**config.mk**
```make
export PLATFORM = sky130hd
export DESIGN_NAME = divider
export DESIGN_NICKNAME = d
export VERILOG_FILES = /design/src/rtl/divider.sv
export SDC_FILE = /design/constraint.sdc
export NUM_CORES = 1
export LEC_CHECK = 0
export CAP_MARGIN = 15
export CORE_AREA = 2 2 193 195
export DETAILED_ROUTE_END_ITERATION = 8
export DIE_AREA = 0 0 195 197
export GPL_ROUTABILITY_DRIVEN = 0
export SETUP_SLACK_MARGIN = 0.05
export SLEW_MARGIN = 20
export SYNTH_ARGS = -nofsm -noshare
export SYNTH_HDL_FRONTEND = slang
export SYNTH_SLANG_ARGS = --single-unit
```
**constraint.sdc**
```tcl
create_clock -name ctl_clk -period 6.12 [get_ports ctl_clk]
set_input_delay 1.224 -clock ctl_clk [delete_from_list [all_inputs] [get_ports ctl_clk]]
set_output_delay 1.224 -clock ctl_clk [all_outputs]
set_load 0.005 [all_outputs]
```
**src/rtl/divider.sv**
```systemverilog
// Sequential restoring divider: y = (a << FIXED_POINT) / b with remainder r,
// one quotient bit per clock, sharing the trigger/ready/done handshake of the multiplier.
module divider #(
    parameter int C_WIDTH     = 32,
    parameter int FIXED_POINT = 0
) (
    input  logic               ctl_clk,
    input  logic               reset,
    input  logic [C_WIDTH-1:0] a,
    input  logic [C_WIDTH-1:0] b,
    input  logic               signed_cal,
    input  logic               trigger,
    output logic [C_WIDTH-1:0] y,
    output logic [C_WIDTH-1:0] r,
    output logic               ready,
    output logic               done,
    output logic               div_by_zero
);

    localparam int N     = C_WIDTH + FIXED_POINT;
    localparam int RW    = C_WIDTH + 1;
    localparam int CNT_W = $clog2(N + 1);

    typedef enum logic [1:0] {IDLE, PREP, CALC, FIX} state_t;

    state_t             state;
    state_t             state_next;
    logic [C_WIDTH-1:0] a_lat;
    logic [C_WIDTH-1:0] b_lat;
    logic               signed_lat;
    logic [C_WIDTH-1:0] b_mag;
    logic [N-1:0]       dividend;
    logic [N-1:0]       quot;
    logic [RW-1:0]      rem;
    logic [CNT_W-1:0]   count;
    logic               q_neg;
    logic               r_neg;

    logic [C_WIDTH-1:0] a_abs;
    logic [C_WIDTH-1:0] b_abs;
    logic [N-1:0]       a_ext;
    logic [RW-1:0]      rem_shift;
    logic [RW-1:0]      rem_sub;
    logic               take;
    logic [N-1:0]       q_signed;
    logic [C_WIDTH-1:0] r_mag;
    logic               b_zero;

    always_ff @(posedge ctl_clk) begin
        if (!reset) begin
            state <= IDLE;
        end else begin
            state <= state_next;
        end
    end

    always_comb begin
        state_next = state;
        case (state)
            IDLE:    if (trigger) state_next = PREP;
            PREP:    state_next = b_zero ? FIX : CALC;
            CALC:    if (count == CNT_W'(1)) state_next = FIX;
            FIX:     state_next = IDLE;
            default: state_next = IDLE;
        endcase
    end

    assign ready = (state == IDLE) && reset;

    always_comb begin
        b_zero    = (b_lat == '0);
        a_abs     = (signed_lat && a_lat[C_WIDTH-1]) ? -a_lat : a_lat;
        b_abs     = (signed_lat && b_lat[C_WIDTH-1]) ? -b_lat : b_lat;
        a_ext     = N'(a_abs);
        // The partial remainder is always below |b|, so one extra bit holds the shifted value.
        rem_shift = (rem << 1) | RW'(dividend[N-1]);
        take      = (rem_shift >= {1'b0, b_mag});
        rem_sub   = rem_shift - {1'b0, b_mag};
        q_signed  = q_neg ? -quot : quot;
        r_mag     = rem[C_WIDTH-1:0];
    end

    always_ff @(posedge ctl_clk) begin
        if (!reset) begin
            count       <= '0;
            y           <= '0;
            r           <= '0;
            done        <= 1'b0;
            div_by_zero <= 1'b0;
        end else begin
            done <= 1'b0;
            case (state)
                IDLE: begin
                    if (trigger) begin
                        a_lat      <= a;
                        b_lat      <= b;
                        signed_lat <= signed_cal;
                    end
                end
                PREP: begin
                    dividend <= a_ext << FIXED_POINT;
                    b_mag    <= b_abs;
                    rem      <= '0;
                    quot     <= '0;
                    count    <= CNT_W'(N);
                    q_neg    <= signed_lat & (a_lat[C_WIDTH-1] ^ b_lat[C_WIDTH-1]);
                    r_neg    <= signed_lat & a_lat[C_WIDTH-1];
                end
                CALC: begin
                    dividend <= dividend << 1;
                    rem      <= take ? rem_sub : rem_shift;
                    quot     <= {quot[N-2:0], take};
                    count    <= count - CNT_W'(1);
                end
                FIX: begin
                    done <= 1'b1;
                    // Divide by zero returns all ones and hands the raw dividend back as remainder.
                    if (b_zero) begin
                        y           <= '1;
                        r           <= a_lat;
                        div_by_zero <= 1'b1;
                    end else begin
                        y           <= C_WIDTH'(q_signed);
                        r           <= r_neg ? -r_mag : r_mag;
                        div_by_zero <= 1'b0;
                    end
                end
                default: ;
            endcase
        end
    end

endmodule

```
==> results.toml <==
[run_status]
status = "completed"

[global_route]
met3_usage_pct = 2.46
globalRouteOverflowTotal = 0
groute.usage.overall_pct = 17.7
antenna_found_initial = 0
grt_pass1_wl_mm = 54.6
grt_most_used_layer = "met2"
use_met2_pct = 30.5
grtUsageMet1_pct = 23.0
grt_pass1_vias = 10300
grt_max_degree = 123

[floorplanning]
die_h_um = 197
die_x_um = 195
die_area_mm2 = 0.0384
start_util_pct = 39.7
core_area_mm2 = 0.0363
row_count = 70
io_pins = 135

[critical_path]
cp-start-kind = "flip-flop"
ff2ff_setup_slack_ns = 2.15
critPathRequiredTime_ns = 6.43
crit_fanout = 7
r2r_end = "rem[28]$_SDFFCE_PN0P_"
critPathKind = "reg2reg"
r2r_cells = 10
critPathCaptureType = "flip-flop"
r2r-start = "rem[8]$_SDFFCE_PN0P_"
cp_data_arrival_time_ns = 4.28

[sta]
tightestPinTransition_ns = 1.04
rsz0062_at_grt = "no"
period_needed_ns = 3.97
finalCritPeriodShare_pct = 64.9
clock_skew_ns = 0.0177
layout_setup_ws_ns = 2.15
setup_viol = 0
worst_hold_slack_ns = 0.469
report.final.slew_viol_count = 0
slew-limit-headroom_pct = 30.9
setup-tns-final_ns = 0
hold_viol = 0
max_freq_mhz = 252

[clock_network]
clk_latency_ns = 0.57
cts_hold_buf = 0
cts_resized = 0
clock_sinks = 269
post_cts_buffers = 0
cts_buffer_depth = 3
htree_levels = 1
clock-root-buffer = "clkbuf_16"
path_clk_slew_ns = 0.06
cts_buffers = 31
cts_tree = "yes"

[placement]
pre_cts_ws_ns = 2.21
hpwl_mm = 24.3
port_buffers = 134
dp.cells = 1951

[min_path]
min_to = "r[15]$_SDFFE_PN0P_"
holdPathStages = 2
hp-class = "reg2reg"
hold_start = "r[15]$_SDFFE_PN0P_"

[yosys]
synth-seq-cells = 269
netlist_area_mm2 = 0.0144
synthXorXnorAreaFrac_pct = 8.99
synth_top_family_by_area = "compound AO/OA/AOI/OAI gates"
synth_adder_area_share_pct = 3.79
ys_seq_area_share_pct = 50.9
ys_types = 72
synth_compound_area_share_pct = 16.8
synthMuxAreaShare_pct = 0.425
syn_inst = 1415
syn_nets = 1526
synth_flop_cell = "edfxtp_1"
synth_edf_count = 195
async_flop_share_pct = 0
synth_warnings = 0
syn_area_per_cell_um2 = 10.2
synthSimpleGateAreaFrac_pct = 15.3

[layout]
diodes = 0
most-common-layout-cells = "edfxtp_1 (195), nand2_1 (156), clkdlybuf4s50_1 (134)"
final_common_cell = "edfxtp_1"
drive_gt1_share_pct = 6.49
stdcell_count = 2010
nets = 1629
syn2layout_area_growth_pct = 19.6

[drt]
viasPerCell = 5.34
first_iter_violations = 626
post_drt_wl_per_cell_um = 17.1
postRouteAntennaNets = 0
drc = 0
vias = 10700
drt_wl_total_mm = 34.4
first_pass_iters = 5

[power]
power_density_mw_per_mm2 = 424
sequentialPowerShare_pct = 39.2
switchingPower_mw = 2.61
clkPwrFrac_pct = 26.1
p_int_mw = 4.70
sw_frac_of_total_pct = 35.7
ir_drop_uv = 236
p_comb_share_pct = 34.7
p_leak_nw = 6.08

[run]
drv_cap = 0
critical path, cell delays in order (launching register included):
cell	delay, ns
edfxtp_1	0.50
ha_1	0.40
a21o_1	0.24
or2_2	0.31
o21ai_0	0.47
o211ai_1	0.21
a2111oi_0	0.56
nor2_1	0.19
o41ai_1	0.48
mux2i_1	0.27
nand2_1	0.06
power groups by stage:
stage	Sequential [mW]	Clock [mW]	Combinational [mW]
6_report	2.87	1.91	2.53
3_5_place_dp	2.90	0	2.52
2_1_floorplan	2.82	0	1.82
3_3_place_gp	2.89	0	2.49
4_1_cts	2.87	1.95	2.53
5_1_grt	2.92	2.01	2.82
metal layers:
metal / up-vias / wire [um]
li1: 5332 / -
met1: 5106 / 15300
met2: 240 / 16700
met3: 60 / 1390
met4: 0 / 1010
met5: - / 0
synth_stat cells (16+ instances only):
library cell  number  share of area [%]
nor2_1            60                1.6
a31oi_1           36                1.6
nand2b_1          32                1.4
nor3_1            16               0.56
clkbuf_1          60                1.6
o31ai_1           18               0.94
o21ai_0          126                4.4
o41ai_1           16               0.97
inv_1             63                1.6
nand3_1           16               0.56
and2_1            41                1.8
xnor2_1           65                4.0
xor2_1            83                5.0
ha_1              42                3.6
o211ai_1          29                1.5
a21oi_1           90                3.1
dfxtp_1           74                 10
edfxtp_1         195                 41
nand2_1          156                4.1
flip-flops by register name, summed over array words and instances, names as in the netlist:
| register | count |
|---|---|
| a_lat | 32 |
| b_lat | 32 |
| b_mag | 32 |
| count | 6 |
| div_by_zero | 1 |
| dividend | 32 |
| done | 1 |
| q_neg | 1 |
| quot | 32 |
| r | 32 |
| r_neg | 1 |
| rem | 32 |
| signed_lat | 1 |
| state | 2 |
| y | 32 |
worst max-delay path by stage:
| stage | start | end | slack [ns] |
|---|---|---|---|
| 2_1_floorplan | reset | dividend[0]$_SDFFCE_PP0P_ | 1.92 |
| 3_3_place_gp | reset | ready | 2.23 |
| 3_5_place_dp | rem[3]$_SDFFCE_PN0P_ | rem[30]$_SDFFCE_PN0P_ | 2.21 |
| 4_1_cts | rem[3]$_SDFFCE_PN0P_ | rem[30]$_SDFFCE_PN0P_ | 2.18 |
| 5_1_grt | rem[8]$_SDFFCE_PN0P_ | rem[28]$_SDFFCE_PN0P_ | 1.98 |
| 6_report | rem[8]$_SDFFCE_PN0P_ | rem[28]$_SDFFCE_PN0P_ | 2.15 |
layout make-up:
| type | count | area [um^2] |
|---|---|---|
| timing repair buffer | 145 | 1460 |
| multi-input combinational | 1008 | 6570 |
| fill | 3424 | 19000 |
| clock inverter | 14 | 171 |
| tap | 468 | 586 |
| inverter | 63 | 236 |
| clock buffer | 43 | 882 |
| sequential | 269 | 7340 |
cells by family after synthesis:
family / after synthesis
compound gates: 389
xor+xnor: 148
fa+ha+maj: 43
mux: 6
flops: 269
simple gates: 422
buf+inv: 138
metrics by stage:
| step | instance area, um^2 | util, % | power [mW] |
|---|---|---|---|
| 6_report | 17200 | 47.5 | 7.30 |
| 2_1_floorplan | 14400 | - | 4.65 |
| 5_1_grt | 17200 | 47.5 | 7.76 |
| 4_1_cts | 17200 | 47.4 | 7.35 |
| 3_5_place_dp | 16100 | 44.5 | 5.42 |
| 3_3_place_gp | 16100 | 44.5 | 5.38 |
No activity file was read; power rests on OpenSTA's default activity.
